==> config.mk <==
export PLATFORM = sky130hd
export DESIGN_NAME = regfile_wr_arbiter
export DESIGN_NICKNAME = d
export VERILOG_FILES = /design/src/rtl/pipe_pkg.sv /design/src/rtl/rr_arb2.sv /design/src/rtl/regfile_wr_arbiter.sv
export SDC_FILE = /design/constraint.sdc
export NUM_CORES = 1
export LEC_CHECK = 0
export CAP_MARGIN = 10
export CORE_UTILIZATION = 40
export CTS_CLUSTER_SIZE = 10
export DETAILED_ROUTE_END_ITERATION = 16
export PLACE_DENSITY = 0.76
export SKIP_CTS_REPAIR_TIMING = 1
export SYNTH_ARGS = -nofsm -noshare
export SYNTH_HDL_FRONTEND = slang
export SYNTH_HIERARCHICAL = 1
export SYNTH_SLANG_ARGS = --single-unit
==> constraint.sdc <==
create_clock -name clk -period 2.2 [get_ports clk]
set_clock_uncertainty 0.1 [all_clocks]
set_input_delay 0.44 -clock clk [delete_from_list [all_inputs] [get_ports clk]]
set_output_delay 0.44 -clock clk [all_outputs]
set_load 0.05 [all_outputs]
==> src/rtl/pipe_pkg.sv <==
// Shared pipeline types and sizes for the register-file write path.
// Used by the write arbiter and its round-robin grant helper.
package pipe_pkg;
  localparam int REG_N      = 16;
  localparam int REG_ADDR_W = 3;
  localparam int NREG       = 8;

  typedef enum logic [0:0] {
    ARB_IDLE,
    ARB_CLEAR
  } arb_state_t;

  typedef enum logic [0:0] {
    WR_A,
    WR_B
  } wr_src_t;
endpackage

==> src/rtl/rr_arb2.sv <==
// Two-way round-robin grant with its own pointer register.
// Pointer always moves to the writer that was not granted.
module rr_arb2 (
  input  logic clk,
  input  logic rst,
  input  logic en,
  input  logic req_a,
  input  logic req_b,
  output logic gnt_a,
  output logic gnt_b
);
  import pipe_pkg::*;

  wr_src_t rr_ptr;

  assign gnt_a = en & req_a & (~req_b | (rr_ptr == WR_A));
  assign gnt_b = en & req_b & (~req_a | (rr_ptr == WR_B));

  always_ff @(posedge clk or negedge rst) begin
    if (!rst) begin
      rr_ptr <= WR_A;
    end else begin
      unique case (1'b1)
        gnt_a:   rr_ptr <= WR_B;
        gnt_b:   rr_ptr <= WR_A;
        default: rr_ptr <= rr_ptr;
      endcase
    end
  end
endmodule

==> src/rtl/regfile_wr_arbiter.sv <==
// Shares the register-file write port between writeback and load
// return, and sequences a one-register-per-cycle clear-all sweep.
module regfile_wr_arbiter #(
  parameter int N      = pipe_pkg::REG_N,
  parameter int ADDR_W = pipe_pkg::REG_ADDR_W,
  parameter int NREG   = pipe_pkg::NREG
) (
  input  logic              clk,
  input  logic              rst,
  input  logic              a_valid,
  input  logic [ADDR_W-1:0] a_addr,
  input  logic [N-1:0]      a_data,
  output logic              a_ready,
  input  logic              b_valid,
  input  logic [ADDR_W-1:0] b_addr,
  input  logic [N-1:0]      b_data,
  output logic              b_ready,
  input  logic              clr_req,
  output logic              clr_busy,
  output logic              wr_en,
  output logic [ADDR_W-1:0] wr_addr,
  output logic [N-1:0]      wr_data
);
  import pipe_pkg::*;

  if (NREG != (1 << ADDR_W)) begin : g_nreg_chk
    $error("NREG must equal 2**ADDR_W");
  end

  localparam logic [ADDR_W-1:0] LAST = ADDR_W'(NREG - 1);

  arb_state_t        state;
  logic [ADDR_W-1:0] cnt;
  logic              arb_en;

  // clr_req pre-empts both writers in the cycle it is seen
  assign arb_en = (state == ARB_IDLE) & ~clr_req;

  rr_arb2 u_rr (
    .clk   (clk),
    .rst   (rst),
    .en    (arb_en),
    .req_a (a_valid),
    .req_b (b_valid),
    .gnt_a (a_ready),
    .gnt_b (b_ready)
  );

  always_ff @(posedge clk or negedge rst) begin
    if (!rst) begin
      state    <= ARB_IDLE;
      cnt      <= '0;
      clr_busy <= 1'b0;
      wr_en    <= 1'b0;
      wr_addr  <= '0;
      wr_data  <= '0;
    end else begin
      unique case (state)
        ARB_IDLE: begin
          unique case (1'b1)
            clr_req: begin
              state    <= ARB_CLEAR;
              cnt      <= '0;
              clr_busy <= 1'b1;
              wr_en    <= 1'b0;
            end
            a_ready: begin
              wr_en   <= 1'b1;
              wr_addr <= a_addr;
              wr_data <= a_data;
            end
            b_ready: begin
              wr_en   <= 1'b1;
              wr_addr <= b_addr;
              wr_data <= b_data;
            end
            default: wr_en <= 1'b0;
          endcase
        end
        ARB_CLEAR: begin
          wr_en   <= 1'b1;
          wr_addr <= cnt;
          wr_data <= '0;
          cnt     <= cnt + 1'b1;
          if (cnt == LAST) begin
            state    <= ARB_IDLE;
            clr_busy <= 1'b0;
          end
        end
        default: state <= ARB_IDLE;
      endcase
    end
  end
endmodule
# After elaboration in Yosys (flattened, before gate mapping)
# Index checks and enable logic that the tools add are counted.
# word_totals
regBits	26
latchBits	0
mem_bits_rw	0
mem_bits_ro	0
input_bits	43
out_inout_bits	23
elab_cells	42
n_memories	0
# classes
n_addsub	1
n_mul	0
div_mod_pow	0
magnitude_cmp	0
eq_ne	4
shift	0
muxes	15
bitwise_logic	12
n_reduce_logical	3
# ops
cell	n
$pmux W16 S2	2
$pmux W3 S2	3
$pmux W1 S2	4
$and A1 B1 Y1	5
$mux W1	5
$not A1 Y1	5
$add A3 B1 Y3 const B	1
$eq A3 B3 Y1 const B	1
$mux W3	1
$ne A3 B3 Y1 const B	1
$ne A2 B1 Y1 const B	1
$ne A2 B2 Y1 const B	1
$or A1 B1 Y1	2
$reduce_and A2 Y1	1
$reduce_bool A2 Y1	1
$reduce_or A2 Y1	1

# Depth between registers and ports, before layout
# logic_depth
depth_word	7
ltp_mapped	9
ltp_nobuf	6

# Cells and area by module
# The synthesis kept the hierarchy.
# modules_own_cells
mod	instances	cells_each	area_per_inst_um2	seq_area_each_um2
regfile_wr_arbiter	1	106	1298.7	625.6
rr_arb2	1	8	61.3	25.0

# Worst setup path after synthesis
# OpenSTA, ideal clock, no wires.
# synth_timing
path_kind	reg-to-reg
startpoint	reg state
endpoint	reg wr_data[0]
setup_ns	0.132
arrival_time_ns	2.560
required_time_ns	1.968
setup_slack_ns	-0.592
path_stages_with_launch	10
n_path_buf	3
period_less_slack_ns	2.792
cell_sequence	dfrtp_1 > buf_2 > nor2_1 > nand2_1 > a21oi_1 > buf_6 > buf_12 > mux2_4 > mux2i_1 > nor2_1
# synth_via
elab_chain_cells	6
elab_cells_between_ends	9
# synth_lines
item	line_no	rtl
from (decl)	regfile_wr_arbiter.sv:32	arb_state_t state;
from (signal assigned)	regfile_wr_arbiter.sv:51	state <= ARB_IDLE;
from (signal assigned)	regfile_wr_arbiter.sv:62	state <= ARB_CLEAR;
from (signal assigned)	regfile_wr_arbiter.sv:86	state <= ARB_IDLE;
$not A1 Y1 (*)	-	
$and A1 B1 Y1 (*)	regfile_wr_arbiter.sv:37	assign arb_en = (state == ARB_IDLE) & ~clr_req;
net arb_en	regfile_wr_arbiter.sv:34	logic arb_en;
$and A1 B1 Y1 (*) (2 in a row)	rr_arb2.sv:16	assign gnt_a = en & req_a & (~req_b | (rr_ptr == WR_A));
net a_ready	regfile_wr_arbiter.sv:13	output logic a_ready,
$pmux W16 S2	regfile_wr_arbiter.sv:60	unique case (1'b1)
$pmux W16 S2	regfile_wr_arbiter.sv:58	unique case (state)
to (signal assigned)	regfile_wr_arbiter.sv:70	wr_data <= a_data;
to (signal assigned)	regfile_wr_arbiter.sv:75	wr_data <= b_data;
to (decl)	regfile_wr_arbiter.sv:22	output logic [N-1:0] wr_data
# Mark *: on every way through the listed nets, which the timed path passes. The rest lies on a longest branch.
# A chain may end at the register's enable or synchronous reset.

# Final worst setup path
# layout_timing
startpoint	in b_valid
endpoint	out b_ready
# layout_via
elab_chain_cells	2
# layout_lines
item	line_no	rtl
from (decl)	regfile_wr_arbiter.sv:14	input logic b_valid,
$and A1 B1 Y1 (2 in a row)	rr_arb2.sv:17	assign gnt_b = en & req_b & (~req_a | (rr_ptr == WR_B));
to (decl)	regfile_wr_arbiter.sv:17	output logic b_ready,
# Every way passes these cells.

==> qor.txt <==
Placed Instance Area -> 2150 um^2
Initial antenna violation count -> 0
Critical Path End Type -> primary output
VDD IR max -> 0.000513 V
Multiplexer share of the synthesized area -> 0.275
Period utilization -> 0.964
# rows -> 20
H-tree depth -> 1
Worst hold path class -> in2async
Clk buf depth -> 2
Max_cap viols -> 0
Routed len/inst -> 14.0 um
Hpwl dp -> 2520 um
Crit-path slowest cell -> clkdlybuf4s50_1
Yosys warning total -> 6
Critical path startpoint category -> primary input
RePlAce Congestion -> 0.762
Growth of design area from synthesis to finish -> 60.8%
Met1 Use GR -> 0.242
Synth top area share -> 0.478
Xor/xnor share of the synthesized area -> 0
Synth Area in Adders -> 0.0276
Worst EP arrival -> 1580 ps
Overflow after GRT -> 0
Die area -> 3640 um^2
NumNets Final -> 236
Largest net degree at the start of global routing -> 29
Status -> completed
# DRC -> 0
Antenna cell count -> 0
Worst setup slack after placement -> -77.2 ps
Std-Cell Core Area -> 3130 um^2
Setup Viol. Count Final -> 0
Die Wd -> 60.3 um
# clock sinks -> 26
Inserted Clock Buffers -> 3
Post-route insts no fill -> 232
Sequential fraction of the synthesis area -> 0.478
Clk_lat worst skew -> 310 ps
Grt peak-use layer -> met2
Synth Flop Type -> dfrtp_1
Synth Area in Simple Gates -> 0.0865
Via count -> 1143
Largest family of logic cells by synthesized area -> multiplexers
CP Max Fanout -> 6
Vias in the first global route -> 1166
Asr flop ratio synth -> 1.00
Fill cells -> 248
Via density -> 4.93
Syn Inst Count -> 114
Min Clock Period, post-route -> 2120 ps
Port Buffers -> 65
Total track usage -> 0.194
Dpl cells -> 228
Pwr Density -> 738 nW/um^2
ANT nets after route -> 0
Hold slack final -> 373 ps
Post-synth EDFFs -> 0
Die height -> 60.3 um
Synth Cell Area -> 1360 um^2
Max stage delay on crit path -> 570 ps
Layout cells sized above 1 -> 0.207
CP Class -> in2out
Leakage Power -> 0.905 nW
Crit-path cells -> clkdlybuf4s50_1, nand2_1, a21oi_4, buf_12
Final Cell Area -> 2190 um^2
GRT met2 Usage -> 0.342
First-pass GRT wire length -> 5190 um
Ports -> 66
Met3 global-route usage -> 0.0346
Top post-synthesis cells by area -> dfrtp_1, mux2i_1, mux2_4
CTS root buf -> clkbuf_4
Synthesized flop and latch total -> 26
Worst-margin pin slew -> 511 ps
Cell accounting for the most synthesized area -> dfrtp_1
Worst endpoint required time -> 1660 ps
Final slew viol count -> 0
Initial core utilization -> 0.435
Final wirelength -> 3250 um
Clock slew seen by the registers of the worst setup and hold paths -> 140 ps
Library cells used by synthesis -> 25
Final hold violation count -> 0
First-pass iteration count of the detailed router -> 3
Initial DRC count -> 30
RSZ-0062 raised after global routing -> false
Syn nets -> 160
Rel. slew slack -> 0.658
Top-count cell post-synth -> dfrtp_1
Syn avg cell area -> 11.9 um^2
PnR worst setup slack -> 78.3 ps
Post-synth top cells -> dfrtp_1, nor2_1, mux2i_1
Max Clk Rate -> 471 MHz
CTS tree -> done
Compound-Gate Fraction of Synth Area -> 0.0773
logic make-up (layout without fill, tap and decap cells):
family          count (synthesis)  count (layout)
mux                            32              32
buf+inv                        10              84
simple gates                   27              27
fa+ha+maj                       3               3
compound gates                 16              16
flops                          26              26
placed cells by master (no fill, tap or decap):
master,synthesis,layout
buf_12,1,3
mux2i_1,16,16
a22oi_1,4,4
o21ai_0,4,4
mux2_2,7,7
buf_4,1,12
a22o_1,1,1
a221oi_1,1,1
a21oi_1,3,1
and3_1,1,1
mux2_4,9,9
nor3_2,1,1
dlymetal6s2s_1,0,1
nor2b_1,2,2
o22ai_1,1,1
nand2_1,4,4
a21oi_2,1,1
clkbuf_4,0,3
ha_1,3,3
nor2_1,18,17
a21oi_4,0,2
dfrtp_1,26,26
a21o_1,1,1
nand2b_1,1,1
inv_1,3,3
clkdlybuf4s50_1,0,62
nor2_4,0,1
area by class of cell:
cell class                      instances  area (um^2)  area share
Tap cell                               44         55.1      0.0252
Multi-Input combinational cell         78          664       0.304
Clock buffer                            3         22.5      0.0103
Sequential cell                        26          651       0.297
Timing Repair Buffer                   78          783       0.358
Inverter                                3         11.3     0.00515
worst max-delay path: cells and delay by family:
family | cells | cell delay, ps
AO/OA/AOI/OAI | 1 | 260
AND/OR/NAND/NOR | 1 | 130
buffers and inverters | 2 | 750
power by group:
group | internal, W | leakage [nW] | switching, W
registers | 0.000573 | 0.336 | 0.0000721
clock network | 0.0000639 | 0.0138 | 0.000129
logic | 0.000345 | 0.555 | 0.000431
total | 0.000982 | 0.905 | 0.000632
through the flow:
| step | total power (W) | setup TNS (ps) | util |
|---|---|---|---|
| global route | 0.00172 | 0 | 0.699 |
| finish | 0.00161 | 0 | 0.699 |
| CTS | 0.00162 | 0 | 0.696 |
| global placement | 0.00141 | -144 | 0.689 |
| floorplan | 0.00115 | 0 | - |
| detailed placement | 0.00143 | -720 | 0.689 |
registers in the layout (all words and copies together), names as in the netlist:
register     count
clr_busy         1
cnt              3
state            1
u_rr/rr_ptr      1
wr_addr          3
wr_data         16
wr_en            1
layer usage:
layer / routed length [um] / vias to the layer above
met1: 1400 / 553
met3: 208 / 2
li1: - / 544
met5: 0 / -
met2: 1630 / 44
met4: 8 / 0
path summary, 6_finish.rpt:
path                            start          end  slack, ps  cells after the start
setup / recovery              b_valid      b_ready         80                      4
hold / removal                    rst   wr_data[6]        370                      2
setup reg to reg                state  wr_data[15]        350                      8
hold reg to reg            wr_addr[0]   wr_addr[0]        420                      2
max in group asynchronous         rst  wr_data[15]       1370                      2
min in group clk           wr_addr[0]   wr_addr[0]        420                      2
Power figures use the tool's default switching activity.
